<file path="config.mk">
export PLATFORM = sky130hd
export DESIGN_NAME = mux_n_scan
export DESIGN_NICKNAME = d
export VERILOG_FILES = /design/src/rtl/mux_n_scan_pkg.sv /design/src/rtl/mux_n_comb.sv /design/src/rtl/mux_n_scan.sv
export SDC_FILE = /design/constraint.sdc
export NUM_CORES = 1
export LEC_CHECK = 0
export ABC_AREA = 1
export BUFFER_PORTS_ARGS = -buffer_cell sky130_fd_sc_hd__buf_2
export CAP_MARGIN = 5
export CORE_UTILIZATION = 43
export CTS_BUF_LIST = sky130_fd_sc_hd__clkbuf_4 sky130_fd_sc_hd__clkbuf_8
export CTS_CLUSTER_SIZE = 14
export DETAILED_ROUTE_END_ITERATION = 8
export MAX_ROUTING_LAYER = met4
export PLACE_DENSITY = 0.78
export SYNTH_ARGS = -nofsm -noshare
export SYNTH_HDL_FRONTEND = slang
export SYNTH_SLANG_ARGS = --single-unit
</file>
<file path="constraint.sdc">
create_clock -name clk -period 4.4 [get_ports clk]
set_input_delay 0.88 -clock clk [delete_from_list [all_inputs] [get_ports clk]]
set_output_delay 0.88 -clock clk [all_outputs]
set_load 0.05 [all_outputs]
</file>
<file path="src/rtl/mux_n_scan_pkg.sv">
// rtl/mux_n_scan_pkg.sv - shared encodings for the scanning N:1 multiplexer
package mux_n_scan_pkg;

  typedef enum logic {
    MODE_MANUAL = 1'b0,
    MODE_SCAN   = 1'b1
  } mode_e;

  typedef enum logic [1:0] {
    IDLE   = 2'd0,
    MANUAL = 2'd1,
    SCAN   = 2'd2
  } state_e;

  // The operating state is a pure function of enable and mode on each edge.
  function automatic state_e decode_state(input logic enable, input logic mode);
    if (!enable) begin
      return IDLE;
    end else if (mode == MODE_SCAN) begin
      return SCAN;
    end else begin
      return MANUAL;
    end
  endfunction

endpackage

</file>
<file path="src/rtl/mux_n_comb.sv">
// rtl/mux_n_comb.sv - purely combinational N:1 WIDTH-bit channel selector
module mux_n_comb
  #(
    parameter int WIDTH = 4,
    parameter int N     = 4,
    parameter int SW    = 2
  )
  (
    input  logic [N*WIDTH-1:0] in_bus,
    input  logic [SW-1:0]      sel,
    output logic [WIDTH-1:0]   data
  );

  // Indices at or beyond N (non power-of-two N) resolve to zero.
  always_comb begin
    data = '0;
    for (int i = 0; i < N; i++) begin
      if (sel == SW'(i)) begin
        data = in_bus[i*WIDTH +: WIDTH];
      end
    end
  end

endmodule

</file>
<file path="src/rtl/mux_n_scan.sv">
// rtl/mux_n_scan.sv - registered N-channel mux with manual select and self-scanning mode
module mux_n_scan
  import mux_n_scan_pkg::*;
  #(
    parameter int   WIDTH = 4,
    parameter int   N     = 4,
    parameter int   DWELL = 1,
    localparam int  SW    = (N > 1) ? $clog2(N) : 1
  )
  (
    input  logic               clk,
    input  logic               reset,
    input  logic [N*WIDTH-1:0] in_bus,
    input  logic [SW-1:0]      sel,
    input  logic               sel_load,
    input  logic               mode,
    input  logic               enable,
    output logic [WIDTH-1:0]   out,
    output logic [SW-1:0]      out_ch,
    output logic               out_valid,
    output logic               wrap,
    output logic               sel_err
  );

  localparam int          DW         = (DWELL > 1) ? $clog2(DWELL) : 1;
  localparam logic [DW-1:0] DWELL_LAST = DW'(DWELL - 1);
  localparam logic [SW:0]   N_EXT      = (SW + 1)'(N);
  localparam logic [SW-1:0] LAST_CH    = SW'(N - 1);

  state_e          state;
  state_e          next_state;
  logic [DW-1:0]   dwell;
  logic [DW-1:0]   next_dwell;
  logic [DW-1:0]   dwell_base;
  logic [SW-1:0]   next_ch;
  logic            next_wrap;
  logic            next_err;
  logic            sel_in_range;
  logic            sel_ok;
  logic [WIDTH-1:0] sel_data;

  assign sel_in_range = ({1'b0, sel} < N_EXT);
  assign sel_ok       = sel_load && sel_in_range;

  always_ff @(posedge clk or posedge reset) begin
    if (reset) begin
      state <= IDLE;
    end else begin
      state <= next_state;
    end
  end

  // Behaviour on each edge follows the state being entered, so a mode change
  // and a sel_load on the same edge use the new mode's rules.
  always_comb begin
    next_state = decode_state(enable, mode);
    next_ch    = out_ch;
    next_dwell = dwell;
    next_wrap  = 1'b0;
    next_err   = 1'b0;
    dwell_base = (state == MANUAL) ? '0 : dwell;
    case (next_state)
      MANUAL: begin
        next_dwell = '0;
        next_err   = sel_load && !sel_in_range;
        if (sel_ok) begin
          next_ch = sel;
        end
      end
      SCAN: begin
        next_err = sel_load && !sel_in_range;
        if (sel_ok) begin
          next_ch    = sel;
          next_dwell = '0;
        end else if (dwell_base == DWELL_LAST) begin
          next_dwell = '0;
          if (out_ch == LAST_CH) begin
            next_ch   = '0;
            next_wrap = 1'b1;
          end else begin
            next_ch = out_ch + SW'(1);
          end
        end else begin
          next_dwell = dwell_base + DW'(1);
        end
      end
      default: begin
        next_ch    = out_ch;
        next_dwell = dwell;
      end
    endcase
  end

  mux_n_comb #(
    .WIDTH (WIDTH),
    .N     (N),
    .SW    (SW)
  ) u_mux (
    .in_bus (in_bus),
    .sel    (next_ch),
    .data   (sel_data)
  );

  always_ff @(posedge clk or posedge reset) begin
    if (reset) begin
      out       <= '0;
      out_ch    <= '0;
      dwell     <= '0;
      out_valid <= 1'b0;
      wrap      <= 1'b0;
      sel_err   <= 1'b0;
    end else if (next_state != IDLE) begin
      out       <= sel_data;
      out_ch    <= next_ch;
      dwell     <= next_dwell;
      out_valid <= 1'b1;
      wrap      <= next_wrap;
      sel_err   <= next_err;
    end else begin
      out_valid <= 1'b0;
      wrap      <= 1'b0;
      sel_err   <= 1'b0;
    end
  end

endmodule

</file>
Word-level counts from Yosys, hierarchy flattened
Cells that the tools add are included.

Add/subtract/negate cells: 2. Equal/unequal tests: 7. Muxes and demuxes: 21. Reduce and logical (&&, ||, !) cells: 4.

Operators by type and width (number): two-way mux 4 bit (4); two-way mux 2 bit (6); two-way mux 1 bit (9); equality test 2 bit (second input constant) (4); equality test 2 x 1 -> 1 bit (second input constant) (3); case mux 2 bit (2 select lines) (1); nonzero test 2 bit (2); adder 2 x 1 -> 2 bit (second input constant) (1); logical NOT 2 bit (1); case mux 1 bit (2 select lines) (1); AND reduction 2 bit (1); adder 1 bit (second input constant) (1).

Register bits after elaboration: 11. Input bits: 23.

Longest topological paths before layout
Gate-level depths: netlist of run 1.

Depth in word-level cells: 10. Mapped depth: 10. Mapped depth without buffers: 10.

Modules after synthesis
From an unflattened synthesis of run 1, not the netlist that was laid out.

Cell total of the unflattened synthesis: 77. Area, all modules: 539.3 µm².

Modules (own cells, without submodules): mux_n_scan (instances 1, cells an instance 52, area an instance 397.9 µm², seq. area each 200.2 µm²); mux_n_comb (instances 1, cells an instance 25, area an instance 141.4 µm², seq. area each 0.0 µm²).

Worst setup path before layout of run 1
Ideal clock, no wire load.

Path type: reg2reg. Start point: register out_ch[0]. End point: register out[0]. Library setup time: 0.118 ns. Arrival time: 1.611 ns. Slack: 2.671 ns. Stages on the path, launching flop included: 10. Clock period less this slack: 1.729 ns. Cell sequence: dfrtp_1 ha_1 nand2_1 nand2_1 nand2_1 nand3_2 o21ai_0 nand3_1 nand2_1 nand2_1.

Cells in the longest elaborated chain, start to end: 10. Elaborated cells between the ends (all ways): 15. Those cells by class: add/sub (1); eq/ne (4); mux (9); reduce/logical (1).

RTL lines: from (decl) (line mux_n_scan.sv:19) `output logic [SW-1:0] out_ch,`; from (signal assigned) (line mux_n_scan.sv:114) `out_ch <= next_ch;`; adder 2 x 1 -> 2 bit or equality test 2 bit (tied branches) (line mux_n_scan.sv:81, mux_n_scan.sv:77); two-way mux 2 bit (line mux_n_scan.sv:77) `if (out_ch == LAST_CH) begin`; two-way mux 2 bit (line mux_n_scan.sv:75) `end else if (dwell_base == DWELL_LAST) begin`; two-way mux 2 bit (line mux_n_scan.sv:72) `if (sel_ok) begin`; case mux 2 bit (2 select lines) * (line mux_n_scan.sv:62) `case (next_state)`; logical NOT 2 bit (line mux_n_comb.sv:18) `if (sel == SW'(i)) begin`; two-way mux 4 bit (3 in a row) (line mux_n_comb.sv:18); two-way mux 4 bit * (line mux_n_comb.sv:18); to (signal assigned) (line mux_n_scan.sv:113) `out <= sel_data;`; to (decl) (line mux_n_scan.sv:18) `output logic [WIDTH-1:0] out,`.

Every way passes the cells marked *; elsewhere a longest branch is shown, timed or not. A chain may end at the register's enable or synchronous reset.

Final worst setup path of run 1
Start point: register out_ch[0]. End point: output port out_ch[0].

No word-level cell between the ends.

==> qor.csv, run 1 <==
stage,metric,value,unit
clock_network,worst skew pair latency,0.25,ns
die,Site Rows,12,
power,leakage,0.4627,nW
die,CORE AREA,1171,um^2
layout,final instance area,749.5,um^2
layout,Final #Nets,138,
route,DR vias,601,
placed_design,DP HPWL,1058,um
layout,Register Area,200.2,um^2
synth,syn_nets,105,
clock_network,Root Buffer,clkbuf_4,
critical_path,startpoint types,flop,
sta,f_max,547.5,MHz
clock_network,post-cts resize count,0,
route,vias per cell,4.770,
clock_network,Sink Count,8,
min_path,WHS Path Cells,2,
critical_path,worst path buffer plus inverter count,1,
sta,final setup violating endpoints,0,
layout,layout cells sized above 1,0.4018,
die,chip width,38.59,um
critical_path,CP Capture Type,primary output,
synth,Ys Warns,0,
sta,worst hold slack,0.4825,ns
critical_path,Critical Path Fanout Max,5,
layout,area of the multi-input gates,317.8,um^2
synth,Unique masters post-synth,18,
min_path,HP Class,reg -> reg,
placed_design,dpl cell area,726.9,um^2
route,Avg WL per Cell,10.03,um
route,Routed Wire Length,1264,um
critical_path,worst-path cell chain,buf_2,
power,power density cells,373.7,nW/um^2
synth,synthesized area,575.6,um^2
clock_network,CTS tree,built,
layout,Fillers,113,
die,Die H,38.59,um
sta,Layout Skew,0.0004352,ns
sta,final worst-path cycle share,0.4151,
synth,post-synthesis cell type with the largest combined area,dfrtp_1,
placed_design,pre-CTS WS,2.416,ns
grt,number of global-route vias before repair,576,
status,outcome,finished clean,
synth,register area share after synthesis,0.3478,
critical_path,WP depth,1,
critical_path,Worst EP arrival,0.95,ns
critical_path,crit path kind,reg -> out,
sta,setup slack after layout,2.573,ns
sta,Final Hold Fails,0,
critical_path,worst reg-to-reg path cell count,9,
synth,post-synthesis area per instance,7.106,um^2
placed_design,Final Wtd Congestion,0.8179,
layout,area grow syn2layout,30.22,%
power,Peak supply drop,0.0002193,V
clock_network,post-CTS setup buffer count,0,
grt,initial antenna violation count,0,
synth,share of the synthesized area in the top cell type,0.3478,
critical_path,CP max stage cell,dfrtp_1,
route,Residual DRC,0,
clock_network,H-tree levels,1,
job,maxcap violations,0,
sta,Setup TNS,0,ns
die,total die area,1489,um^2
synth,largest cells by area after synthesis,"dfrtp_1, nand2_1, nand3_1, inv_1, nor2_4",
placed_design,I/O Buffers,30,
layout,# diodes,0,
critical_path,Critical Path RT,3.52,ns
route,post-route ant nets,0,
grt,largest net degree at the start of global routing,11,
sta,RSZ-0062 raised after global routing,false,
critical_path,Crit path max-delay family,flip-flops,
grt,GRT Util Overall,0.2330,
synth,flop and latch count out of synthesis,8,
die,Initial Util,0.4915,
clock_network,hold_buf cts,0,
sta,min Tclk post-route,1.827,ns
clock_network,Max Root-Sink Buffers,2,
grt,first-pass GRT wire length,2256,um
clock_network,clk slew on worst S/H paths,0.05,ns
route,drt initial violations,5,
clock_network,CTS Buf Count,3,
grt,gr ovfl total,0,
critical_path,Crit path largest cell delay,0.41,ns
sta,"Slew Viols, Final",0,
synth,Mapped Cells,81,
route,DRT Pass-1 Iters,4,
die,IO Pins,32,
[sequential cells by signal, summed over array words and instances, names as in the netlist]
signal and flops:
wrap 1, out_ch 2, out_valid 1, out 4
[per-stage QoR]
stage | power [mW] | std cells | utilization
2_1_floorplan | 0.1931 | 81 | -
3_3_place_gp | 0.2248 | 123 | 0.6207
3_5_place_dp | 0.2260 | 123 | 0.6207
4_1_cts | 0.2836 | 126 | 0.6400
5_1_grt | 0.3036 | 126 | 0.6400
6_report | 0.2801 | 126 | 0.6400
[kinds of logic (layout without fill, tap and decap cells)]
kind of cell	after synthesis	in the layout	share of synthesized area
AND/OR/NAND/NOR	50	50	0.4544
buffers and inverters	13	44	0.1000
AO/OA/AOI/OAI	8	8	0.06957
flip-flops	8	8	0.3478
adder cells (fa/ha/maj)	1	1	0.02174
other	1	1	0.006515
[routing by layer]
layer / share of wire / vias up / track usage / wire length, um
met1: 0.44 / 251 / 0.2590 / 557
met3: 0.061 / 2 / 0.08671 / 77
met4: 0.013 / 0 / 0.1034 / 17
met2: 0.48 / 30 / 0.3708 / 611
met5: 0 / - / - / 0
li1: - / 318 / - / -
[power by group]
| group | internal (mW) | switching [mW] | total, mW | leakage, nW |
|---|---|---|---|---|
| logic | 0.0370 | 0.0938 | 0.131 | 0.349 |
| clock network | 0.0312 | 0.0243 | 0.0554 | 0.0138 |
| registers | 0.0858 | 0.00802 | 0.0938 | 0.100 |
[final timing paths]
path | from | slack (ns) | to
min reg2reg | out[1]$_DFFE_PP0P_ | 0.48 | out[1]$_DFFE_PP0P_
max reg2reg | out_ch[0]$_DFFE_PP0P_ | 2.83 | out[0]$_DFFE_PP0P_
max in group asynchronous | reset | 3.61 | out_ch[1]$_DFFE_PP0P_
max | out_ch[0]$_DFFE_PP0P_ | 2.57 | out_ch[0]
min | out[1]$_DFFE_PP0P_ | 0.48 | out[1]$_DFFE_PP0P_
min in group asynchronous | reset | 0.56 | out_valid$_DFF_PP0_
[synthesized netlist by cell type]
cell           instances
nand2_4                1
nand3_4                1
inv_1                  9
o21ai_1                4
dlygate4sd1_1          1
nand2_1               24
ha_1                   1
inv_2                  2
nor2_2                 1
nand3_2                2
nor2_1                 4
dfrtp_1                8
nand2_2                3
o21ai_0                4
nand3_1               12
conb_1                 1
nor2_4                 2
buf_4                  1
[tightest hold or removal path: cells and delay by family (launching register included)]
family	cells	cell delay, ns
flip-flops	1	0.34
AND/OR/NAND/NOR	2	0.12
[final cells by class]
type,count,share of cell area
Clock buffer,3,0.03005
Inverter,11,0.05509
Multi-Input combinational cell,60,0.4240
Sequential cell,8,0.2671
Tap cell,14,0.02337
Timing Repair Buffer,30,0.2003
[placed cells by master, fill, tap and decap left out]
master	n
buf_2	30
nand2_1	24
nand3_1	12
inv_1	9
dfrtp_1	8
nor2_1	4
o21ai_0	4
o21ai_1	4
nand2_2	3
clkbuf_4	3
inv_2	2
nor2_4	2
nand3_2	2
nor2_2	1
nand3_4	1
nand2_4	1
ha_1	1
conb_1	1
Power figures use the tool's default switching activity.
==> run 2, diff against run 1 <==
- CORE_UTILIZATION: 43 -> 40
- PLACE_DENSITY: 0.78 -> 0.76
- clock period: 4.4 -> 1.65 ns (I/O delays scaled with it)
==> qor.csv, run 2 (synthesis gave the netlist of run 1 again) <==
stage,metric,value,unit
clock_network,CTS tree,built,
clock_network,Sink Count,8,
clock_network,CTS Buf Count,3,
critical_path,startpoint types,flop,
route,Avg WL per Cell,9.808,um
layout,"most common cell after layout, fill and taps aside",buf_2,
sta,min Tclk post-route,1.548,ns
layout,Final #Nets,140,
power,Peak supply drop,0.0004483,V
route,Residual DRC,0,
die,Die H,39.93,um
power,power density cells,1007,nW/um^2
grt,largest net degree at the start of global routing,11,
die,Site Rows,13,
die,chip width,39.93,um
status,failing checks,negative hold slack,
clock_network,Root Buffer,clkbuf_4,
sta,setup slack after layout,0.1022,ns
sta,Final Hold Fails,4,
critical_path,CP Capture Type,flop,
power,Clock Power Share,0.225,
layout,layout cells sized above 1,0.4696,
die,total die area,1594,um^2
die,CORE AREA,1318,um^2
layout,area grow syn2layout,38.70,%
sta,"Slew Viols, Final",0,
critical_path,Worst EP arrival,1.73,ns
route,DRT Pass-1 Iters,4,
die,IO Pins,32,
route,Routed Wire Length,1275,um
layout,# diodes,0,
sta,final worst-path cycle share,0.9381,
layout,Regs by FF count,"out x4, out_ch x2",
layout,"Most flops, register",out,
power,Net Sw Frac,0.4368,
clock_network,Max Root-Sink Buffers,2,
grt,first-pass GRT wire length,1911,um
route,vias per cell,4.692,
min_path,HP Class,in -> async,
grt,GRT Util Overall,0.1904,
power,Flop pwr share,0.306,
route,DR vias,610,
critical_path,Critical Path Fanout Max,7,
clock_network,H-tree levels,1,
critical_path,Critical Path RT,1.84,ns
placed_design,pre-CTS WS,0.09713,ns
placed_design,DP HPWL,1005,um
power,Internal,0.4525,mW
sta,final setup violating endpoints,0,
clock_network,clk slew on worst S/H paths,0.07,ns
grt,gr ovfl total,0,
layout,Finished Core Util,0.6059,
grt,initial antenna violation count,0,
power,leakage,0.4789,nW
layout,"commonest non-fill, non-tap cells in the layout","buf_2, nand2_1, nand3_1",
power,Combinational Power Share,0.470,
critical_path,crit path kind,reg -> reg,
power,P_sw,0.3510,mW
route,drt initial violations,11,
layout,Largest register FFs,4,
route,post-route ant nets,0,
die,Initial Util,0.4368,
sta,worst hold slack,-0.005722,ns
job,maxcap violations,0,
grt,number of global-route vias before repair,506,
clock_network,worst skew pair latency,0.26,ns
sta,f_max,646.1,MHz
placed_design,Final Wtd Congestion,0.7684,
sta,Layout Skew,0.01581,ns
status,outcome,"finished, violations left",
placed_design,I/O Buffers,30,
==> run 2: cell types whose count changed in the layout (fill, tap and decap cells not counted) <==
cell	change
nand2_2	+2
nand2_1	-2
nand3_2	+1
buf_4	+2
nand3_1	-2
nand3_4	+1
dfrtp_1	-2
dfrtp_2	+2
clkbuf_4	+1
==> run 2: path summary, 6_finish.rpt <==
check / startpoint / end / slack (ns) / cells after the start
setup / recovery: out_ch[0]$_DFFE_PP0P_ / out[3]$_DFFE_PP0P_ / 0.10 / 10
hold / removal: reset / out_valid$_DFF_PP0_ / -0.006 / 2
setup reg to reg: out_ch[0]$_DFFE_PP0P_ / out[3]$_DFFE_PP0P_ / 0.10 / 10
hold reg to reg: out[0]$_DFFE_PP0P_ / out[0]$_DFFE_PP0P_ / 0.47 / 2
max in group asynchronous: reset / out[1]$_DFFE_PP0P_ / 1.41 / 2
min in group clk: enable / out_valid$_DFF_PP0_ / 0.28 / 1
==> run 2: layout make-up <==
type | count | area [um^2]
Inverter | 11 | 41.29
Clock buffer | 4 | 30.03
Timing Repair Buffer | 32 | 165.2
Fill cell | 120 | 519.2
Multi-Input combinational cell | 60 | 340.3
Tap cell | 15 | 18.77
Sequential cell | 8 | 202.7
==> run 2: critical path, cell delays in order, from the launching register on <==
cell and delay, ns:
dfrtp_2 0.41, ha_1 0.29, nand2_1 0.06, nand2_1 0.05
nand2_2 0.09, nand2_2 0.07, nor2_4 0.19, nand3_2 0.09
nand3_1 0.09, nand2_1 0.06, nand2_1 0.05
==> run 2: timing repair <==
item | 4_1_cts | 5_1_grt
hold buffers | 0 | 0
setup buffers | 0 | 2
setup endpoints to repair | 0 | 4
gates resized for setup | 0 | 5
==> run 2: power by group through the flow <==
stage	Clock (mW)	Sequential [mW]	Combinational, mW
2_1_floorplan	0	0.368	0.149
3_3_place_gp	0	0.252	0.347
3_5_place_dp	0	0.254	0.351
4_1_cts	0.184	0.250	0.351
5_1_grt	0.189	0.249	0.415
6_report	0.180	0.246	0.377
==> run 2: per-stage QoR <==
step	instances	instance area, um^2	setup TNS (ns)	power [mW]
global route	130	798.3	-0.05616	0.8530
detailed placement	124	730.7	0	0.6040
global placement	124	730.7	0	0.5987
floorplan	81	578.1	0	0.5167
finish	130	798.3	0	0.8035
CTS	128	760.7	0	0.7858
==> run 2: routing by layer <==
metal / global-route usage / part of all wire / vias to the layer above
met1: 0.2199 / 0.46 / 262
li1: - / - / 323
met5: - / 0 / -
met2: 0.2984 / 0.49 / 25
met3: 0.05000 / 0.055 / 0
met4: 0.1034 / 0 / 0
